[config.mk]
export PLATFORM = sky130hd
export DESIGN_NAME = otter_mem_port2_arbiter
export DESIGN_NICKNAME = d
export VERILOG_FILES = /design/src/rtl/otter_mem_arb_pkg.sv /design/src/rtl/otter_mem_port2_arbiter.sv
export SDC_FILE = /design/constraint.sdc
export NUM_CORES = 1
export LEC_CHECK = 0
export CORE_AREA = 5 5 119 121
export CTS_CLUSTER_SIZE = 40
export DETAILED_ROUTE_END_ITERATION = 6
export DIE_AREA = 0 0 124 126
export GPL_TIMING_DRIVEN = 0
export HOLD_SLACK_MARGIN = 0.06
export PLACE_DENSITY = 0.78
export SLEW_MARGIN = 20
export SYNTH_ARGS = -nofsm -noshare
export SYNTH_HDL_FRONTEND = slang
export SYNTH_SLANG_ARGS = --single-unit
[constraint.sdc]
create_clock -name CLK -period 1.7 [get_ports CLK]
set_input_delay 0.17 -clock CLK [delete_from_list [all_inputs] [get_ports CLK]]
set_output_delay 0.17 -clock CLK [all_outputs]
set_load 0.02 [all_outputs]
[src/rtl/otter_mem_arb_pkg.sv]
// Shared types for the OTTER memory port-2 arbiter: FSM states, owner tags,
// access-size codes and the latched command that drives the memory port.
package otter_mem_arb_pkg;

    localparam int CMD_ADDR_W = 32;
    localparam int CMD_DATA_W = 32;

    localparam logic [1:0] SZ_BYTE = 2'd0;
    localparam logic [1:0] SZ_HALF = 2'd1;
    localparam logic [1:0] SZ_WORD = 2'd2;

    typedef enum logic [1:0] {
        IDLE  = 2'd0,
        ISSUE = 2'd1,
        RESP  = 2'd2
    } state_e;

    typedef enum logic {
        OWN_A = 1'b0,
        OWN_B = 1'b1
    } owner_e;

    typedef struct packed {
        logic                  we;
        logic [CMD_ADDR_W-1:0] addr;
        logic [CMD_DATA_W-1:0] din;
        logic [1:0]            size;
        logic                  sign;
    } cmd_t;

endpackage

[src/rtl/otter_mem_port2_arbiter.sv]
// Shares OTTER memory port 2 between the CPU MEM stage (A) and the serial
// programmer (B), sequencing each access around the 1-cycle registered read.
module otter_mem_port2_arbiter
    import otter_mem_arb_pkg::*;
#(
    parameter int ADDR_WIDTH = CMD_ADDR_W,
    parameter int DATA_WIDTH = CMD_DATA_W
) (
    input  logic                  CLK,
    input  logic                  RST_N,
    input  logic                  PROG_LOCK,
    input  logic                  A_REQ,
    input  logic                  B_REQ,
    input  logic                  A_WE,
    input  logic                  B_WE,
    input  logic [ADDR_WIDTH-1:0] A_ADDR,
    input  logic [ADDR_WIDTH-1:0] B_ADDR,
    input  logic [DATA_WIDTH-1:0] A_DIN,
    input  logic [DATA_WIDTH-1:0] B_DIN,
    input  logic [1:0]            A_SIZE,
    input  logic [1:0]            B_SIZE,
    input  logic                  A_SIGN,
    input  logic                  B_SIGN,
    output logic                  A_GNT,
    output logic                  B_GNT,
    output logic                  A_RVALID,
    output logic                  B_RVALID,
    output logic [DATA_WIDTH-1:0] A_RDATA,
    output logic [DATA_WIDTH-1:0] B_RDATA,
    output logic [ADDR_WIDTH-1:0] MEM_ADDR2,
    output logic [DATA_WIDTH-1:0] MEM_DIN2,
    output logic                  MEM_WRITE2,
    output logic                  MEM_READ2,
    output logic [1:0]            MEM_SIZE,
    output logic                  MEM_SIGN,
    input  logic [DATA_WIDTH-1:0] MEM_DOUT2,
    output logic                  BUSY
);

    state_e state_q, state_d;
    owner_e owner_q, owner_d;
    owner_e last_owner_q, last_owner_d;
    cmd_t   cmd_q, cmd_d;

    logic port_free;
    logic elig_a, elig_b;
    logic pick_a, pick_b;
    logic gnt_a, gnt_b;

    always_ff @(posedge CLK) begin
        if (!RST_N) begin
            state_q      <= IDLE;
            owner_q      <= OWN_A;
            last_owner_q <= OWN_B;
            cmd_q        <= '0;
        end else begin
            state_q      <= state_d;
            owner_q      <= owner_d;
            last_owner_q <= last_owner_d;
            cmd_q        <= cmd_d;
        end
    end

    always_comb begin
        state_d      = state_q;
        owner_d      = owner_q;
        last_owner_d = last_owner_q;
        cmd_d        = cmd_q;

        // A write finishes in ISSUE, so the port can take a new command then.
        port_free = (state_q == IDLE) || (state_q == RESP) ||
                    ((state_q == ISSUE) && cmd_q.we);

        elig_a = A_REQ && !PROG_LOCK;
        elig_b = B_REQ;
        pick_a = elig_a && (!elig_b || (last_owner_q == OWN_B));
        pick_b = elig_b && !pick_a;

        // Grants are masked during reset so no requester sees a phantom accept.
        gnt_a = RST_N && port_free && pick_a;
        gnt_b = RST_N && port_free && pick_b;

        if (port_free) begin
            if (gnt_a) begin
                state_d      = ISSUE;
                owner_d      = OWN_A;
                last_owner_d = OWN_A;
                cmd_d        = '{we: A_WE, addr: A_ADDR, din: A_DIN,
                                 size: A_SIZE, sign: A_SIGN};
            end else if (gnt_b) begin
                state_d      = ISSUE;
                owner_d      = OWN_B;
                last_owner_d = OWN_B;
                cmd_d        = '{we: B_WE, addr: B_ADDR, din: B_DIN,
                                 size: B_SIZE, sign: B_SIGN};
            end else begin
                state_d = IDLE;
            end
        end else begin
            state_d = RESP;
        end
    end

    assign A_GNT = gnt_a;
    assign B_GNT = gnt_b;

    // Address/size/sign stay on the port through RESP for the memory's slicer.
    assign MEM_ADDR2  = cmd_q.addr;
    assign MEM_DIN2   = cmd_q.din;
    assign MEM_SIZE   = cmd_q.size;
    assign MEM_SIGN   = cmd_q.sign;
    assign MEM_WRITE2 = (state_q == ISSUE) && cmd_q.we;
    assign MEM_READ2  = (state_q == ISSUE) && !cmd_q.we;
    assign BUSY       = (state_q != IDLE);

    assign A_RVALID = (state_q == RESP) && (owner_q == OWN_A);
    assign B_RVALID = (state_q == RESP) && (owner_q == OWN_B);
    assign A_RDATA  = A_RVALID ? MEM_DOUT2 : '0;
    assign B_RDATA  = B_RVALID ? MEM_DOUT2 : '0;

endmodule

; Word level (Yosys, flattened, before mapping)
; Cells that the tools add are included.
[op_classes]
div = 0
shifts = 0
multipliers = 0
reduce_logical = 22
n_eq_ne = 2
magnitude_cmp = 0
add_sub_neg = 0
n_bitwise = 1
n_mux = 9
[ops]
columns = op, n
row1 = 68-bit two-way mux, 2
row2 = 32-bit two-way mux, 2
row3 = 1-bit logical AND, 10
row4 = 1-bit logical NOT, 4
row5 = 1-bit two-way mux, 4
row6 = 2-bit AND reduction, 2
row7 = 2-bit nonzero test, 2
row8 = 1-bit logical OR, 3
row9 = "2-bit by 1-bit equality test with 1-bit output, second input constant", 1
row10 = "2-bit equality test, second input constant", 1
row11 = 2-bit logical NOT, 1
row12 = 2-bit two-way mux, 1
row13 = 1-bit NOT, 1
[totals]
memories = 0
out_inout_bits = 138
latchBits = 0
mem_bits_rw = 0
word_cells = 43
romBits = 0
in_bits = 173
reg_bits = 72

; Depth between registers and ports, before layout
; Gate-level depths: netlist of run 1.
[depth]
depth_word = 9
mapped_depth = 7
mapped_depth_nobuf = 4

; Worst setup path before layout of run 1
; No wires, ideal clock.
[synth_path]
kind = register -> output
from = register state_q[0]
to = output B_RDATA[22]
arrival_time_ns = 1.352
path_stages_with_launch = 5
path_buffers = 2
required_time_ns = 1.530
setup_slack_ns = 0.178
path_cell_list = dfxtp_1 > buf_2 > and3b_1 > clkbuf_1 > and2_1
[synth_via]
elab_chain_cells = 3
[synth_rtl]
columns = item, line_no
row1 = start: declaration, otter_mem_port2_arbiter.sv:40  ; state_e state_q, state_d;
row2 = start signal: assignment, otter_mem_port2_arbiter.sv:57  ; state_q <= state_d;
row3 = 2-bit equality test, otter_mem_port2_arbiter.sv:117  ; assign B_RVALID = (state_q == RESP) && (owner_q == OWN_B);
row4 = 1-bit logical AND, otter_mem_port2_arbiter.sv:117
row5 = named net B_RVALID, otter_mem_port2_arbiter.sv:27  ; output logic B_RVALID,
row6 = 32-bit two-way mux, otter_mem_port2_arbiter.sv:119  ; assign B_RDATA = B_RVALID ? MEM_DOUT2 : '0;
row7 = end: declaration, otter_mem_port2_arbiter.sv:29  ; output logic [DATA_WIDTH-1:0] B_RDATA,
; The timed path passes the listed nets, and every way through them passes these cells.

; Final worst setup path of run 1
[layout_path]
from = register state_q[0]
to = output B_RDATA[3]
[layout_via]
elab_chain_cells = 3
[layout_rtl]
columns = item, line_no
row1 = 2-bit equality test, otter_mem_port2_arbiter.sv:117
row2 = 1-bit logical AND, otter_mem_port2_arbiter.sv:117
row3 = 32-bit two-way mux, otter_mem_port2_arbiter.sv:119
; Every way passes these cells.

==> flow_metrics.py, run 1 <==
metrics = {
    "detailed_routing": {
        "wl_per_cell_um": 16.30,
        "ant_nets": 0,
        "drc": 0,
        "drt_iter0_markers": 196,
        "drt-pass1-iter-count": 4,
        "postRouteWirelength_um": 17300,
        "vias_per_cell": 4.579,
        "dr_total_vias": 4858,
    },
    "placed_design": {
        "portBuffers": 309,
        "place_ws_ps": -710.6,
        "place_congestion": 0.7936,
        "hpwlAfterDp_um": 13380,
        "placed_cell_area_um2": 7337,
    },
    "layout": {
        "design_area_um2": 7969,
        "fin_nets": 1051,
        "fillers": 1198,
        "drive_above_1_share_pct": 27.75,
        "syn_to_final_growth_pct": 98.04,
        "fin_util_pct": 61.39,
    },
    "global_route": {
        "grt_pass1_wl_um": 24880,
        "antenna_found_initial": 2,
        "grt_pass1_vias": 4787,
        "grt_usage_pct": 20.33,
        "grt_start_max_net_pins": 12,
        "overflow": 0,
    },
    "synth": {
        "ys_types": 27,
        "ys.flop_type": "dfxtp_1",
        "synth_seq_cells": 72,
        "synth_xor_area_share_pct": 0,
        "synth_mux_area_share_pct": 0.2488,
        "yosys.area_share.simple_pct": 25.12,
        "synth.avg_cell_area_um2": 7.397,
        "synth_top_family_by_area": "simple AND/OR/NAND/NOR gates",
        "synth_edf_count": 0,
        "synth_warnings": 0,
        "syn_nets": 717,
        "yosys.area_share.adder_pct": 0,
        "synth_compound_area_share_pct": 20.99,
        "synthCells": 544,
        "ys_seq_area_share_pct": 35.82,
        "synthArstFlopShare_pct": 0,
        "synth.cell_area_um2": 4024,
    },
    "flow_run": {
        "maxCapViolCount": 0,
    },
    "pwr": {
        "power_density_nw_per_um2": 735.9,
        "power.leakage_nw": 3.488,
        "peakVddDrop_v": 0.0004763,
    },
    "sta": {
        "relSlewSlack_pct": 67.32,
        "tightest_slew_ps": 490.3,
        "slew_viol_final": 0,
        "fmaxAchievable_ghz": 0.5923,
        "hold_violations": 0,
        "clock_skew_ps": 4.615,
        "hold_ws_ps": 228.9,
        "finalCritPeriodShare_pct": 99.31,
        "layout_setup_ws_ps": 11.74,
        "rsz0062_at_grt": "yes",
        "timing.setup.tns_ps": 0,
        "fin_crit_ps": 1688,
        "setup_viol": 0,
    },
    "worst_setup_path": {
        "rr_endpoint": "MEM_DIN2[22]",
        "required_ps": 1530,
        "crit_buf_inv": 3,
        "rr_startpoint": "state_q[1]",
        "arrival_ps": 1520,
        "crit_cells": 5,
        "rrSetupSlack_ps": 100,
        "crit_family": "simple AND/OR/NAND/NOR gates",
        "critPathLaunchType": "flip-flop",
        "path_max_fanout": 10,
        "crit_chain": "and3b_2 > buf_12 > buf_8 > and2_4 > buf_6",
        "path_class": "reg2out",
        "critical_path.max_stage_delay_ps": 390,
        "ff2ff_path_depth": 6,
        "worst_path_max_delay_cell": "dfxtp_4",
        "end_kind": "output port",
    },
    "outcome": {
        "status": "complete, no violations",
    },
    "hold_path": {
        "hp-start": "B_REQ",
        "holdPathStages": 3,
        "whs_endpoint": "owner_q",
        "hold_path.class": "in2reg",
    },
    "die": {
        "chipWidth_um": 124,
        "io_pins": 311,
        "core-area_um2": 12980,
        "die_height_um": 126,
        "start_util_pct": 31.00,
        "fp-row-count": 42,
        "die-area_um2": 15620,
    },
    "clocking": {
        "cts_root_buf": "clkbuf_16",
        "tritoncts": "built",
        "htreeDepth": 3,
        "clock_path_buffers": 2,
        "cts_sinks": 72,
        "clk_pin_slew_ps": 60,
        "cts_buffers": 9,
        "worstSkewPairLatency_ps": 320,
    },
}
## power by group
| group | total (mW) | internal [mW] | switching (mW) |
|---|---|---|---|
| clock network | 1.92 | 1.21 | 0.706 |
| registers | 1.97 | 1.87 | 0.0967 |
| logic | 1.98 | 1.12 | 0.855 |
## flip-flops by register name (all words and copies together) (netlist names)
signal and count:
MEM_SIGN 1, state_q 2, MEM_ADDR2 32, owner_q 1, MEM_SIZE 2, last_owner_q 1
MEM_DIN2 32, cmd_q 1
## worst max-delay path by stage
| stage | start | endpoint | slack [ps] |
|---|---|---|---|
| after CTS | state_q[0] | A_RDATA[12] | -90 |
| after detailed placement | state_q[0] | A_RDATA[20] | -710 |
| after global placement | state_q[0] | A_RDATA[16] | -720 |
| after global routing | state_q[0] | B_RDATA[5] | -60 |
| final | state_q[0] | B_RDATA[3] | 10 |
| after floorplan | state_q[0] | B_RDATA[22] | 180 |
## layout make-up
class,instances,area [um^2],area share [%]
sequential,72,1451,18.21
antenna,2,5.005,0.06280
multi-input combinational,361,2004,25.15
buffer,108,767.0,9.625
clock inverter,3,40.04,0.5024
inverter,1,3.754,0.04710
clock buffer,13,260.3,3.266
timing repair buffer,325,3217,40.37
tap,176,220.2,2.763
## layer usage
metal  wire [um]  part of all wire [%]  track usage, %
met1        6094                    35           20.45
met2        8794                    51           37.29
met3        1998                    12           8.251
met4         409                   2.4           7.023
met5           0                     0               0
## repair_timing
item	CTS	global route
hold buffers	0	0
setup buffers	8	5
pin swaps	9	13
resized for setup	376	89
cloned	3	1
endpoints found under the setup margin	71	85
## layout by cell type, fill, tap and decap left out, drive strengths merged, types with 2 or more instances in the layout
master         netlist  final
clkdlybuf4s15        0      2
clkbuf              22     32
diode                0      2
nand2              138    138
nor3b                2      2
nand2b               2      2
buf                 88    171
a31oi               67     67
and3b                2      2
dfxtp               72     72
o21ai               69     69
nor2                 2      2
and2                65     65
a21oi                4      4
clkinv               0      2
clkdlybuf4s50        0    237
nor2b                2      2
dlygate4sd2          0      3
## synthesized netlist by cell type, drive strengths merged (2+ instances only)
master	count	area (um^2)
nand2	138	518.0
buf	88	630.6
dfxtp	72	1441
o21ai	69	349.1
a31oi	67	419.2
and2	65	406.6
clkbuf	22	82.58
a21oi	4	20.02
and3b	2	17.52
nand2b	2	20.02
nor2	2	7.510
nor2b	2	12.51
nor3b	2	15.01
## kinds of logic after synthesis
logic type / after synthesis
mux: 1
compound gates: 145
flops: 72
buf+inv: 111
simple gates: 215
## tightest hold or removal path, cell delays in order
cell,delay (ps)
dlymetal6s2s_1,160
nand2_2,110
a21oi_1,70
## stage by stage
step / std cells / total power, mW
after CTS: 1056 / 5.883
after detailed placement: 1029 / 3.908
after global routing: 1061 / 6.149
final: 1061 / 5.864
after floorplan: 544 / 2.918
after global placement: 1029 / 3.892
No activity file was read; power rests on OpenSTA's default activity.
==> inputs of run 2 (changes only) <==
--- a/config.mk
+++ b/config.mk
@@ -11,7 +11,7 @@
 export DIE_AREA = 0 0 124 126
 export GPL_TIMING_DRIVEN = 0
 export HOLD_SLACK_MARGIN = 0.06
-export PLACE_DENSITY = 0.78
+export PLACE_DENSITY_LB_ADDON = 0.12
 export SLEW_MARGIN = 20
 export SYNTH_ARGS = -nofsm -noshare
 export SYNTH_HDL_FRONTEND = slang
==> flow_metrics.py, run 2 (synthesis gave the netlist of run 1 again) <==
metrics = {
    "outcome": {
        "status": "complete, but fails checks",
        "violations": "negative setup slack",
    },
    "global_route": {
        "grt_pass1_wl_um": 26700,
        "grt_pass1_vias": 5070,
        "grt_start_max_net_pins": 15,
        "met3_usage_pct": 5.919,
        "met1_usage_pct": 25.01,
        "grt_busiest_layer": "met2",
        "overflow": 0,
        "gr-usage-met2_pct": 38.34,
        "grt_usage_pct": 21.55,
        "antenna_found_initial": 0,
    },
    "worst_setup_path": {
        "cpMostUsedCell": "buf_6",
        "worst_path_max_delay_cell": "and3b_2",
        "crit_family": "simple AND/OR/NAND/NOR gates",
        "required_ps": 1530,
        "arrival_ps": 1560,
        "crit_buf_inv": 3,
        "path_max_fanout": 10,
        "path_class": "reg2out",
        "critPathLaunchType": "flip-flop",
        "rrSetupSlack_ps": 70,
        "crit_chain": "buf_6 > and3b_2 > buf_8 > and2_1 > buf_6",
        "critical_path.max_stage_delay_ps": 370,
        "end_kind": "output port",
    },
    "die": {
        "die-area_um2": 15620,
        "io_pins": 311,
        "core-area_um2": 12980,
        "chipWidth_um": 124,
        "die_height_um": 126,
        "fp-row-count": 42,
        "start_util_pct": 31.00,
    },
    "layout": {
        "syn_to_final_growth_pct": 97.61,
        "mostFrequentLayoutCell": "clkdlybuf4s50_1",
        "diodes": 0,
        "layout_common_cells": "238 x clkdlybuf4s50_1, 137 x nand2_1, 96 x buf_4",
        "fin_util_pct": 61.26,
        "fin_nets": 1051,
        "drive_above_1_share_pct": 27.86,
    },
    "detailed_routing": {
        "postRouteWirelength_um": 17790,
        "drt_iter0_markers": 256,
        "wl_per_cell_um": 16.80,
        "dr_total_vias": 4918,
        "drc": 0,
        "drt-pass1-iter-count": 5,
        "ant_nets": 0,
        "vias_per_cell": 4.644,
    },
    "sta": {
        "hold_violations": 0,
        "layout_setup_ws_ps": -27.09,
        "slew_viol_final": 0,
        "rsz0062_at_grt": "yes",
        "fin_crit_ps": 1727,
        "clock_skew_ps": 7.187,
        "setup_viol": 32,
        "relSlewSlack_pct": 69.52,
        "tightest_slew_ps": 457.2,
        "finalCritPeriodShare_pct": 101.6,
        "fmaxAchievable_ghz": 0.5790,
        "hold_ws_ps": 240.0,
    },
    "clocking": {
        "cts_sinks": 72,
        "clock_path_buffers": 2,
        "htreeDepth": 3,
        "worstSkewPairLatency_ps": 330,
        "clk_pin_slew_ps": 60,
        "tritoncts": "built",
        "cts_root_buf": "clkbuf_16",
        "cts_buffers": 9,
    },
    "hold_path": {
        "hold_path.class": "in2reg",
    },
    "pwr": {
        "power_density_nw_per_um2": 721.4,
        "peakVddDrop_v": 0.0004016,
        "power.leakage_nw": 3.473,
        "p_total_mw": 5.736,
    },
    "placed_design": {
        "hpwlAfterDp_um": 13770,
        "place_congestion": 0.8671,
        "portBuffers": 309,
        "place_ws_ps": -615.4,
    },
    "flow_run": {
        "maxCapViolCount": 0,
    },
}
[run 2: cell types whose count changed in the layout (fill, tap and decap cells not counted), moves of 4 or more]
cell,delta
buf_4,+10
buf_2,-8
clkbuf_1,-6
and2_1,+4
and2_4,-4
[run 2: timing repair]
action / CTS / global route
gates resized for setup: 418 / 74
cloned: 4 / 1
pin swaps: 1 / 2
hold buffers: 0 / 0
endpoints found under the setup margin: 71 / 119
buffers inserted: 6 / 4
[run 2: path summary, 6_finish.rpt]
check,from,endpoint,cells after the start
worst max-delay path,state_q[0],B_RDATA[7],5
worst min-delay path,RST_N,cmd_q[67],3
worst max register to register,state_q[0],MEM_DIN2[8],8
worst min register to register,owner_q,owner_q,2
[run 2: layout make-up]
class	count	area, um^2
buffer	109	798.3
clock buffer	10	229.0
clock inverter	6	42.54
fill	1173	5029
inverter	1	3.754
multi-input combinational	361	1998
sequential	72	1444
tap	176	220.2
timing repair buffer	324	3216
[run 2: worst register-to-register path: cells and delay by family (launching register included)]
kind,cells,cell delay [ps]
buf+inv,5,730
flops,1,300
compound gates,3,530
[run 2: power by group]
group	total, mW	switching, mW	internal (mW)
Clock	1.75	0.762	0.993
Sequential	1.97	0.0976	1.87
Combinational	2.01	0.866	1.14
[run 2: stage by stage]
stage                     cells  setup TNS, ps  cell area [um^2]
final                      1059         -419.8              7951
after global routing       1059          -2845              7951
after CTS                  1054          -1162              7787
after detailed placement   1029         -40100              7337
after global placement     1029         -36940              7337
after floorplan             544              0              4024
[run 2: per-layer routing]
metal	part of all wire (%)	vias to the layer above
met2	50	218
met4	1.6	0
met1	40	2248
li1	-	2428
met3	8.7	24
met5	0	-
